[src/rtl/uart_rx_frame.sv]
// Serial receive stage: 2-flop synchronised rx, mid-bit sampling, optional parity,
// single-entry valid/ready output buffer with parity, framing and overrun reporting.
module uart_rx_frame #(
    parameter int unsigned BR         = 434,
    parameter int unsigned DATA_BITS  = 8,
    parameter int unsigned PARITY_EN  = 1,
    parameter int unsigned PARITY_ODD = 0
) (
    input  logic                 clk,
    input  logic                 rst,
    input  logic                 rx,
    output logic [DATA_BITS-1:0] rx_data,
    output logic                 rx_vld,
    input  logic                 rx_rdy,
    output logic                 parity_err,
    output logic                 frame_err,
    output logic                 overrun
);

    localparam int unsigned CNT_W = (BR > 1) ? $clog2(BR) : 1;
    localparam int unsigned IDX_W = (DATA_BITS > 1) ? $clog2(DATA_BITS) : 1;

    localparam logic [CNT_W-1:0] CNT_LAST = CNT_W'(BR - 1);
    localparam logic [CNT_W-1:0] CNT_HALF = CNT_W'(BR / 2 - 1);
    localparam logic [IDX_W-1:0] IDX_LAST = IDX_W'(DATA_BITS - 1);

    typedef enum logic [2:0] {
        S_IDLE,
        S_START,
        S_DATA,
        S_PARITY,
        S_STOP,
        S_BREAK
    } state_e;

    state_e               state_q, state_d;
    logic                 rx_meta_q, rx_s_q;
    logic [CNT_W-1:0]     cnt_q, cnt_d;
    logic [IDX_W-1:0]     idx_q, idx_d;
    logic [DATA_BITS-1:0] shift_q, shift_d;
    logic                 perr_q, perr_d;
    logic [DATA_BITS-1:0] rx_data_q, rx_data_d;
    logic                 rx_vld_q, rx_vld_d;
    logic                 parity_err_q, parity_err_d;
    logic                 frame_err_q, frame_err_d;
    logic                 overrun_q, overrun_d;
    logic                 deliver;
    logic                 bit_end;
    logic                 half_bit;

    // Line synchroniser presets high so reset never looks like a start bit.
    always_ff @(posedge clk) begin
        if (rst) begin
            rx_meta_q <= 1'b1;
            rx_s_q    <= 1'b1;
        end else begin
            rx_meta_q <= rx;
            rx_s_q    <= rx_meta_q;
        end
    end

    always_ff @(posedge clk) begin
        if (rst) begin
            state_q      <= S_IDLE;
            cnt_q        <= '0;
            idx_q        <= '0;
            shift_q      <= '0;
            perr_q       <= 1'b0;
            rx_data_q    <= '0;
            rx_vld_q     <= 1'b0;
            parity_err_q <= 1'b0;
            frame_err_q  <= 1'b0;
            overrun_q    <= 1'b0;
        end else begin
            state_q      <= state_d;
            cnt_q        <= cnt_d;
            idx_q        <= idx_d;
            shift_q      <= shift_d;
            perr_q       <= perr_d;
            rx_data_q    <= rx_data_d;
            rx_vld_q     <= rx_vld_d;
            parity_err_q <= parity_err_d;
            frame_err_q  <= frame_err_d;
            overrun_q    <= overrun_d;
        end
    end

    assign bit_end  = (cnt_q == CNT_LAST);
    assign half_bit = (cnt_q == CNT_HALF);

    // Frame sequencing; cnt_q free-runs inside a bit and restarts at each sample point.
    always_comb begin
        state_d     = state_q;
        cnt_d       = cnt_q + CNT_W'(1);
        idx_d       = idx_q;
        shift_d     = shift_q;
        perr_d      = perr_q;
        frame_err_d = 1'b0;
        deliver     = 1'b0;

        unique case (state_q)
            S_IDLE: begin
                cnt_d = '0;
                if (!rx_s_q) begin
                    state_d = S_START;
                end
            end
            S_START: begin
                if (half_bit) begin
                    cnt_d = '0;
                    if (rx_s_q) begin
                        state_d = S_IDLE;
                    end else begin
                        state_d = S_DATA;
                        idx_d   = '0;
                        perr_d  = 1'b0;
                    end
                end
            end
            S_DATA: begin
                if (bit_end) begin
                    cnt_d   = '0;
                    shift_d = {rx_s_q, shift_q[DATA_BITS-1:1]};
                    idx_d   = idx_q + IDX_W'(1);
                    if (idx_q == IDX_LAST) begin
                        state_d = (PARITY_EN != 0) ? S_PARITY : S_STOP;
                    end
                end
            end
            S_PARITY: begin
                if (bit_end) begin
                    cnt_d   = '0;
                    perr_d  = (^shift_q) ^ rx_s_q ^ 1'(PARITY_ODD);
                    state_d = S_STOP;
                end
            end
            S_STOP: begin
                if (bit_end) begin
                    cnt_d = '0;
                    if (rx_s_q) begin
                        deliver = 1'b1;
                        state_d = S_IDLE;
                    end else begin
                        frame_err_d = 1'b1;
                        state_d     = S_BREAK;
                    end
                end
            end
            S_BREAK: begin
                cnt_d = '0;
                if (rx_s_q) begin
                    state_d = S_IDLE;
                end
            end
            default: begin
                state_d = S_IDLE;
                cnt_d   = '0;
            end
        endcase
    end

    // Output buffer: a completed frame loads only if the slot is empty or draining this cycle.
    always_comb begin
        rx_data_d    = rx_data_q;
        parity_err_d = parity_err_q;
        rx_vld_d     = rx_vld_q;
        overrun_d    = 1'b0;

        if (rx_vld_q && rx_rdy) begin
            rx_vld_d = 1'b0;
        end
        if (deliver) begin
            if (!rx_vld_q || rx_rdy) begin
                rx_data_d    = shift_q;
                parity_err_d = perr_q;
                rx_vld_d     = 1'b1;
            end else begin
                overrun_d = 1'b1;
            end
        end
    end

    assign rx_data    = rx_data_q;
    assign rx_vld     = rx_vld_q;
    assign parity_err = parity_err_q;
    assign frame_err  = frame_err_q;
    assign overrun    = overrun_q;

endmodule

[config.mk]
export PLATFORM = sky130hd
export DESIGN_NAME = uart_rx_frame
export DESIGN_NICKNAME = d
export VERILOG_FILES = /design/src/rtl/uart_rx_frame.sv
export SDC_FILE = /design/constraint.sdc
export NUM_CORES = 1
export LEC_CHECK = 0
export BUFFER_PORTS_ARGS = -buffer_cell sky130_fd_sc_hd__buf_2
export CAP_MARGIN = 0
export CORE_UTILIZATION = 52
export CTS_CLUSTER_DIAMETER = 30
export DETAILED_ROUTE_END_ITERATION = 16
export PLACE_DENSITY_LB_ADDON = 0.3
export SLEW_MARGIN = 20
export SYNTH_ARGS = -nofsm -noshare
export SYNTH_HDL_FRONTEND = slang
export SYNTH_SLANG_ARGS = --single-unit
[constraint.sdc]
create_clock -name clk -period 1.6 [get_ports clk]
set_input_delay 0.24 -clock clk [delete_from_list [all_inputs] [get_ports clk]]
set_output_delay 0.24 -clock clk [all_outputs]
set_load 0.01 [all_outputs]
**After elaboration in Yosys (flattened, before gate mapping)**

Cells that the tools add are included.
Widths: inputs -> output; s select.

- Bits in registers: 38
- Input port bits: 4

- Mux-type cells: 29
- Bitwise operators: 4
- Eq/ne operators: 16
- $add $sub $neg: 2
- Reduce and logical (&&, ||, !) cells: 15

Operator list:

| operator | count |
|---|---|
| $mux 3 | 11 |
| $mux 9 | 2 |
| $pmux 3 s6 | 1 |
| $pmux 9 s2 | 1 |
| $ne 2x2->1 const B | 8 |
| $mux 1 | 11 |
| $add 9x1->9 const B | 1 |
| $eq 3x3->1 const B | 3 |
| $eq 9x8->1 const B | 1 |
| $eq 9x9->1 const B | 1 |
| $reduce_and 4->1 | 2 |
| $reduce_xor 8->1 | 1 |
| $reduce_and 7->1 | 1 |
| $eq 3x2->1 const B | 2 |
| $pmux 3 s2 | 1 |
| $reduce_or 3->1 | 2 |
| $reduce_and 2->1 | 2 |
| $reduce_bool 2->1 | 2 |
| $add 3x1->3 const B | 1 |
| $eq 3x1->1 const B | 1 |
| $logic_not 3->1 | 1 |
| $not 1->1 | 3 |
| $mux 2 | 1 |
| $pmux 1 s2 | 1 |
| 5 further kinds | 5 |

**Depth between registers and ports, before layout**

Gate-level depths: netlist of run 1.

- Word-level depth: 5
- Gate-level depth with buffers: 8

**Worst setup path after synthesis of run 1**

Ideal clock, no wire load.

- Path type: register to register
- Start point: register cnt_q[0]
- End point: register cnt_q[2]
- Clock period less this slack: 1.508 ns
- Buffers on the path: 1
- Data arrival time: 1.392 ns
- Stages on the path, launching flop included: 8
- Path slack: 0.092 ns
- Setup time: 0.116 ns
- Cells stage by stage: dfxtp_1 -> ha_1 -> nand4bb_2 -> or2_2 -> o21ai_1 -> a211o_1 -> buf_2 -> nor2_1

- Cells in the longest elaborated chain, start to end: 3
- Elaborated cells on any way between the ends: 6
- Classes of those cells: add/sub: 1; eq/ne: 2; mux: 3

Ends and longest elaborated chain:

| what | RTL line | text |
|---|---|---|
| from (decl) | 38 | `logic [CNT_W-1:0] cnt_q, cnt_d;` |
| from (signal assigned) | 76 | `cnt_q <= cnt_d;` |
| $add 9x1->9, or another cell as far along | 94 | `cnt_d = cnt_q + CNT_W'(1);` |
| $mux 9 (on tied branches) | -- |  |
| $pmux 9 s2 * | 101 | `unique case (state_q)` |

Every way passes the cells marked *; elsewhere a longest branch is shown, timed or not.
A chain may end at the register's enable or synchronous reset.

**Final worst setup path of run 1**

- Start point: register cnt_q[1]
- End point: register state_q[0]

- Cells in the longest elaborated chain, start to end: 3
- Elaborated cells on any way between the ends: 7
- Classes of those cells: eq/ne: 6; reduce/logical: 1

Ends and longest elaborated chain:

| what | RTL line | text |
|---|---|---|
| $eq 9x8->1 / $eq 9x9->1 (equally long branches) | 89, 88 |  |
| $ne 2x2->1 (no line) | -- |  |
| $reduce_and 7->1 (no line) * | -- |  |
| to (signal assigned) | 75 | `state_q <= state_d;` |
| to (decl) | 36 | `state_e state_q, state_d;` |

Marks and branches as above.

==> results.md, run 1 <==
- The post-detailed-placement half-perimeter wirelength is 2470 um.
- The number of clock sinks is 38.
- The CTS tree is built.
- The worst path required time is 1.89 ns.
- The number of different library cells in the post-synthesis netlist is 44.
- Once the floorplan was initialized, standard cells occupied 56.0% of the core.
- The most used routing layer in global routing is met2.
- The total number of H-tree levels is 2.
- Hold repair after CTS inserted 0 buffers.
- In this run the count of I/O pins placed on the die edge is 16.
- The vertical die dimension is 60.0 um.
- The final reports fail on negative setup slack.
- OpenSTA, run right after detailed placement, puts the worst setup slack at -0.0674 ns.
- The largest net degree at the start of global routing is 26.
- The transition at the pin with the smallest max-transition slack is 0.340 ns.
- The sort of element at the start of the critical path is a register.
- The share of the cycle needed by the critical path after routing is 105%.
- Dividing total power by cell area gives a power density of 802 nW/um2.
- The post-route worst hold slack is 0.0615 ns.
- The initial antenna violation count is 0.
- The number of instances in the synthesized netlist is 185.
- After clock tree synthesis, the clock-pin slew on the worst setup and hold paths is 0.12 ns.
- The die covers 3600 um2.
- The via count of the first global-routing pass is 1316.
- The share of flip-flops with an asynchronous set or reset after synthesis is 0%.
- The number of iterations in the first detailed-routing pass is 4.
- The dominant synthesized flop cell is dfxtp_1.
- The maximum VDD drop is 0.000622 V.
- The clock tree root buffer cell is clkbuf_4.
- The floorplan core area is 3130 um2.
- The remaining antenna violation count after routing is 0.
- The global-route met2 utilization is 39.7%.
- The post-synthesis average cell area is 9.47 um2.
- The number of antenna diodes in the final layout is 0.
- The final-report hold violation count is 0.
- The total standard cell area after synthesis is 1750 um2.
- The number of buffers on the longest clock path is 2.
- The synthesized design contains 0 enable-type register cells.
- The number of warning messages in the yosys log is 0.
- Cells fill 72.0% of the core in the end.
- The first global-routing pass estimated 6140 um of wire.
- The final routed wirelength across all metal layers is 4390 um.
- The number of storage elements in the synthesis netlist is 38.
- The global placement routability congestion is 0.777.
- The worst-path cell with the longest stage delay is dfxtp_2.
- The share of synthesized area occupied by flip-flops and latches is 43.4%.
- Setup violations remaining at the end of the flow were counted as 5.
- The data arrival time of the worst path is 1.97 ns.
- Dividing the detail-routed via count by the number of cells gives 5.49.
- The run finished, with violations left.
- Setup repair after global routing could not meet its margin everywhere.
- The setup path with the least slack is of type reg -> reg.
- The synthesis-to-finish area growth is 28.6%.
- At the end of the flow, the number of nets in the layout was 229.
- The global-route usage over all layers is 23.6%.
- The routed wirelength normalized by instance count is 16.6 um.
- The shortest clock period the worst path allows after layout is 1.68 ns.
- The global routing usage on met3 is 7.58%.
- The maximum fanout along the worst path is 5.
- The count of input and output buffers is 15.
- The path class of the lowest-slack min-delay path is in -> reg.
- The standard-cell row count is 20.
- For met1 alone, demand over resource in global routing was 27.2%.
- The worst setup path is captured at a register.
- Derived from the worst setup path, the maximum achievable clock frequency is 595 MHz.
- The final routed DRC violation total is 0.
- The max-slew headroom at the worst pin is 77.0%.
- The total global routing overflow is 0.
- The leakage power summed over all cells is 0.927 nW.
- The clock network latency to the later pin of the worst-skew pair is 0.35 ns.
- In this run, the number of DRC markers left after iteration 0 of detailed routing was 117.
- The final max-slew violation count was 0.
- The number of clock buffers inserted by TritonCTS is 5.
- The max-capacitance violation count is 0.
- Setup slack on the critical path of the routed design comes to -0.0809 ns.
- In this run the horizontal extent of the chip is 60.0 um.
- The largest single stage delay on the critical path is 0.35 ns.
- The share of final-layout standard cells stronger than drive strength 1 is 33.2%.
- Across the routed clock network, the largest skew measured is 0.0147 ns.
- Synthesis produced a netlist with a net count of 194.
- Traced cell by cell, the critical path runs through inv_4 -> buf_6 -> ha_4 -> nand4bb_1 -> o21ai_2 -> nand4_4 -> a211o_1 -> a21oi_2.
- For this block, the via count after detailed routing is 1450.
## kinds of logic after synthesis
group | Yosys count | synth area share, %
buf+inv | 13 | 4.29
fa+ha+maj | 5 | 3.57
flops | 38 | 43.4
simple gates | 80 | 24.4
xor+xnor | 15 | 7.50
compound gates | 15 | 5.93
mux | 19 | 10.9
## final timing paths
check	from	endpoint	slack, ns	depth (start not counted)
setup / recovery	cnt_q[1]	state_q[0]	-0.08	8
hold / removal	rx	rx_meta_q	0.06	2
setup reg to reg	cnt_q[1]	state_q[0]	-0.08	8
hold reg to reg	rx_meta_q	rx_s_q	0.44	1
## final cells by class
| class | instances | area [um2] |
|---|---|---|
| tap | 44 | 55.1 |
| fill | 237 | 875 |
| clock buffer | 6 | 51.3 |
| inverter | 3 | 13.8 |
| clock inverter | 1 | 30.0 |
| timing repair buffer | 38 | 289 |
| multi-input combinational | 134 | 1040 |
| sequential | 38 | 771 |
## power by group
group          leakage (nW)  internal, mW  switching, mW  total, mW
clock                0.0443         0.364          0.320      0.684
sequential            0.310         0.957         0.0281      0.985
combinational         0.573        0.0691         0.0693      0.138
## synthesized netlist by cell type, types with 4 or more instances
library cell	count	area (um2)
mux2i_1	19	190
nand2_1	8	30.0
ha_1	5	62.6
nor2_1	40	150
nand3_1	5	25.0
xor2_1	4	35.0
xnor2_1	11	96.3
dfxtp_1	38	761
## placed cells by master, fill, tap and decap left out, types with 2 or more instances in the layout
| cell | netlist | layout |
|---|---|---|
| or2_2 | 3 | 2 |
| ha_4 | 0 | 2 |
| buf_2 | 3 | 15 |
| nand3_1 | 5 | 5 |
| nor3b_4 | 0 | 2 |
| nand3b_1 | 2 | 2 |
| clkbuf_4 | 0 | 5 |
| xnor2_1 | 11 | 11 |
| dfxtp_2 | 0 | 5 |
| dfxtp_1 | 38 | 32 |
| inv_1 | 3 | 2 |
| buf_4 | 2 | 18 |
| nor3_1 | 2 | 2 |
| mux2i_1 | 19 | 19 |
| nand2_1 | 8 | 8 |
| ha_1 | 5 | 3 |
| nor2_1 | 40 | 39 |
| xor2_1 | 4 | 4 |
| nand2b_1 | 2 | 2 |
| buf_6 | 2 | 3 |
| a21oi_1 | 3 | 3 |
## sequential cells by signal, indices dropped and copies added, names as in the netlist
signal,count
frame_err,1
rx_meta_q,1
perr_q,1
shift_q,8
overrun,1
parity_err,1
rx_data,8
state_q,3
rx_vld,1
idx_q,3
rx_s_q,1
cnt_q,9
## per-layer routing
layer / up-vias / part of all wire [%]
li1: 698 / -
met1: 699 / 41
met2: 41 / 53
met3: 12 / 4.0
met4: 0 / 2.3
met5: - / 0
## per-stage QoR
stage / instances / cell area, um2 / TNS [ns] / total power, mW
after floorplan: 185 / 1750 / 0 / 1.08
after global placement: 249 / 1940 / 0 / 1.09
after detailed placement: 249 / 1940 / -0.207 / 1.10
after CTS: 256 / 2090 / -0.0201 / 1.77
after global routing: 264 / 2250 / -2.04 / 1.86
final: 264 / 2250 / -0.185 / 1.81
## repair_timing
| item | in CTS | in global routing |
|---|---|---|
| gates cloned | 0 | 2 |
| setup buffers | 0 | 6 |
| resized for setup | 16 | 19 |
| setup endpoints to repair | 24 | 35 |
| pin swaps | 3 | 12 |
## critical path: cells and delay by family, from the launching register on
family,cells,cell delay [ns]
AOI/OAI and AO/OA,3,0.70
adders and majority gates,1,0.10
buffers and inverters,2,0.16
DFF,1,0.35
and+or+nand+nor,2,0.31
(Power assumes the default switching activity.)
==> run 2, diff against run 1 <==
==> constraint.sdc (replaced) <==
create_clock -name clk -period 1.5 [get_ports clk]
set_input_delay 0.225 -clock clk [delete_from_list [all_inputs] [get_ports clk]]
set_output_delay 0.225 -clock clk [all_outputs]
set_load 0.01 [all_outputs]
==> run 2 against run 1 <==
The flow still finishes with violations (negative setup slack). Global-route usage up 0.14 points. Combinational power up 57%. Non-clock buffer count unchanged. Clock power fell by 15%. Hold slack worse by 0.023 ns. Sequential power increased by 6%. Power grew 1.8%. Utilization grew 3.6 points. Design area increased by 4.9%. Largest cell class unchanged. Highest routed layer unchanged.
==> results.md, run 2 (synthesis results as in run 1) <==
- The run finished, with violations left.
- The checks that failed: negative setup slack.
- Leaving out fill and tap cells, the most frequent cell in the layout is nor2_1.
- The number of clock buffers inserted by TritonCTS came to 5 (unchanged).
- The remaining antenna violation count after routing is 0 (unchanged).
- In the layout the commonest cells are 33 x nor2_1, 32 x dfxtp_1, 19 x mux2i_1.
- The fraction of power consumed by combinational cells is 11.7% (+4.0 points).
- The max-slew headroom at the worst pin is 70.7% (-6.3 points).
- The setup violation total in the final timing report is 33 (+28).
- The sort of element at the end of the critical path is a register.
- The transition at the pin with the smallest max-transition slack came to 0.439 ns (+0.0983 ns).
- The net switching fraction of the power is 26.6% (+3.5 points).
- The maximum VDD drop is 0.000625 V (+0.55%).
- The number of design-rule violations left by the first detailed-router iteration came to 133 (+14%).
- The number of hold buffers added after CTS is 0 (unchanged).
- The post-detailed-placement half-perimeter wirelength is 2480 um (+0.21%).
- The post-route worst hold slack is 0.0389 ns (-0.0226 ns).
- The worst path required time is 1.75 ns (-0.14 ns).
- The final net count is 230 (+0.44%).
- Routed signal wires occupy layers up through met4.
- The slack of the critical path is -0.148 ns (-0.0669 ns).
- The power per standard cell area came to 778 nW/um2 (-3.0%).
- The total global routing overflow is 0 (unchanged).
- The placed cell count came to 255 (+2.4%).
- The routed wirelength normalized by instance count came to 17.2 um (+3.5%).
- The met2 layer wire length in the routed design is 2400 um (+3.3%).
- The overall via count from detail_route came to 1503 (+3.7%).
- Setup repair after global routing could not meet its margin everywhere.
- The part of the total power dissipated in sequential elements is 56.6% (+2.1 points).
- The horizontal extent of the die is 60.0 um (unchanged).
- The share of the cycle needed by the critical path after routing is 110% (+4.8 points).
- The global-route usage over all layers is 23.8% (+0.14 points).
- The data arrival time of the worst path was 1.90 ns (-0.07 ns).
- The number of iterations in the first detailed-routing pass is 4 (unchanged).
- The total negative slack for setup checks is -2.11 ns (-1.92 ns).
- The largest clock skew in the final design came to 0.0225 ns (+0.00776 ns).
- The final routed DRC violation total is 0 (unchanged).
- The via count normalized by instance count is 5.65 (+2.9%).
- The standard-cell row count was 20 (unchanged).
- The area of the die is 3600 um2 (unchanged).
- The vertical die dimension is 60.0 um (unchanged).
- The post-layout instance count excluding filler cells was 266 (+0.76%).
- The switching power of the nets came to 0.490 mW (+17%).
- The clock network latency to the later pin of the worst-skew pair was 0.38 ns (+0.03 ns).
- The effective utilization at floorplan is 56.0% (unchanged).
- The total power is 1.84 mW (+1.8%).
- Clock tree synthesis selected as its root buffer the cell clkbuf_4.
- The global placement routability congestion was 0.831 (+6.9%).
- The CTS tree is built.
- The total number of H-tree levels is 2 (unchanged).
- The shortest clock period the worst path allows after layout came to 1.65 ns (-0.0331 ns).
- The critical path is of the reg -> reg type.
- The upper clock frequency limit is 607 MHz (+2.0%).
- The via count of the first global-routing pass is 1320 (+0.30%).
- The number of clock sinks is 38 (unchanged).
- The largest register by flop count is cnt_q.
- The initial antenna violation count came to 0 (unchanged).
- The flip-flop count of the largest register after layout is 9 (unchanged).
- The part of the total power dissipated in the clock network came to 31.7% (-6.1 points).
- The leakage power summed over all cells was 0.970 nW (+4.6%).
- The first-pass GRT wire length is 5990 um (-2.5%).
- The count of input and output buffers is 15 (unchanged).
- The largest net degree at the start of global routing was 18 (-31%).
- The number of top-level pins is 16 (unchanged).
- The antenna diode count is 0 (unchanged).
- The share of final-layout standard cells stronger than drive strength 1 came to 40.1% (+6.9 points).
- The path class of the lowest-slack min-delay path is in -> reg.
- The clock-pin slew on the worst setup and hold paths came to 0.11 ns (about the same).
- The met1 wire length was 1720 um (-3.5%).
- The total internal power is 1.35 mW (-2.9%).
- The area growth from synthesis to layout is 35.0%.
- The maximum fanout along the worst path came to 9 (+4).
- The final-report hold violation count is 0 (unchanged).
- The met3 wire length is 286 um (+64%).
- The sort of element at the start of the critical path is a register.
- The max-capacitance violation count is 0 (unchanged).
- The final max-slew violation count is 0 (unchanged).
- The final routed wirelength across all metal layers was 4570 um (+4.3%).
- The floorplan core area is 3130 um2 (unchanged).
- The number of buffers on the longest clock path is 2 (unchanged).
- The final standard cell utilization of the core is 75.6% (+3.6 points).
-- run 2: cell types whose count changed in the layout (fill, tap and decap cells not counted), moves of 2 or more --
cell / change
nor2_1: -6
nor2_2: +4
a21oi_1: -2
a21oi_2: +2
buf_4: -2
buf_6: +2
nor2_4: +2
nor3b_2: +2
o21ai_4: +2
-- run 2: final timing paths --
kind | startpoint | end | slack (ns) | depth (start not counted)
min | rx | rx_meta_q | 0.04 | 2
min reg2reg | rx_meta_q | rx_s_q | 0.43 | 1
max reg2reg | cnt_q[1] | parity_err | -0.15 | 8
max | cnt_q[1] | parity_err | -0.15 | 8
-- run 2: what timing repair did --
action | in CTS | in global routing
cloned | 0 | 2
endpoints found under the setup margin | 33 | 34
resized for setup | 25 | 31
pin swaps | 7 | 13
setup buffers | 1 | 0
-- run 2: metal layers --
metal  track usage, %  up-vias
li1                 -      701
met1             25.9      725
met2             41.0       59
met3             9.74       18
met4             8.97        0
met5                0        -
-- run 2: stage by stage --
step                instance area [um2]  setup WS [ns]
floorplan                          1750       -0.00395
global placement                   1990        -0.0770
detailed placement                 1990         -0.114
CTS                                2160        -0.0635
global route                       2360         -0.258
finish                             2360         -0.148
-- run 2: worst max-delay path: stages, from the launching register on --
cell and delay, ns:
dfxtp_2 0.35, inv_2 0.08, ha_4 0.14, nand4bb_4 0.18
nor2_4 0.15, nand4_1 0.12, buf_6 0.19, mux2i_1 0.23
nor2_1 0.09
-- run 2: layout make-up --
| type | count | area, um2 |
|---|---|---|
| repair buffers | 38 | 297 |
| clock inverters | 2 | 12.5 |
| clock buffers | 6 | 51.3 |
| multi-input cells | 135 | 1160 |
| well taps | 44 | 55.1 |
| inverters | 3 | 11.3 |
| flip-flops and latches | 38 | 773 |
| fillers | 204 | 763 |
-- run 2: power by group through the flow --
stage | registers [mW] | clock network, mW | logic, mW
2_1_floorplan | 1.05 | 0 | 0.105
3_3_place_gp | 1.06 | 0 | 0.134
3_5_place_dp | 1.06 | 0 | 0.137
4_1_cts | 1.04 | 0.579 | 0.164
5_1_grt | 1.04 | 0.629 | 0.224
6_report | 1.04 | 0.583 | 0.216
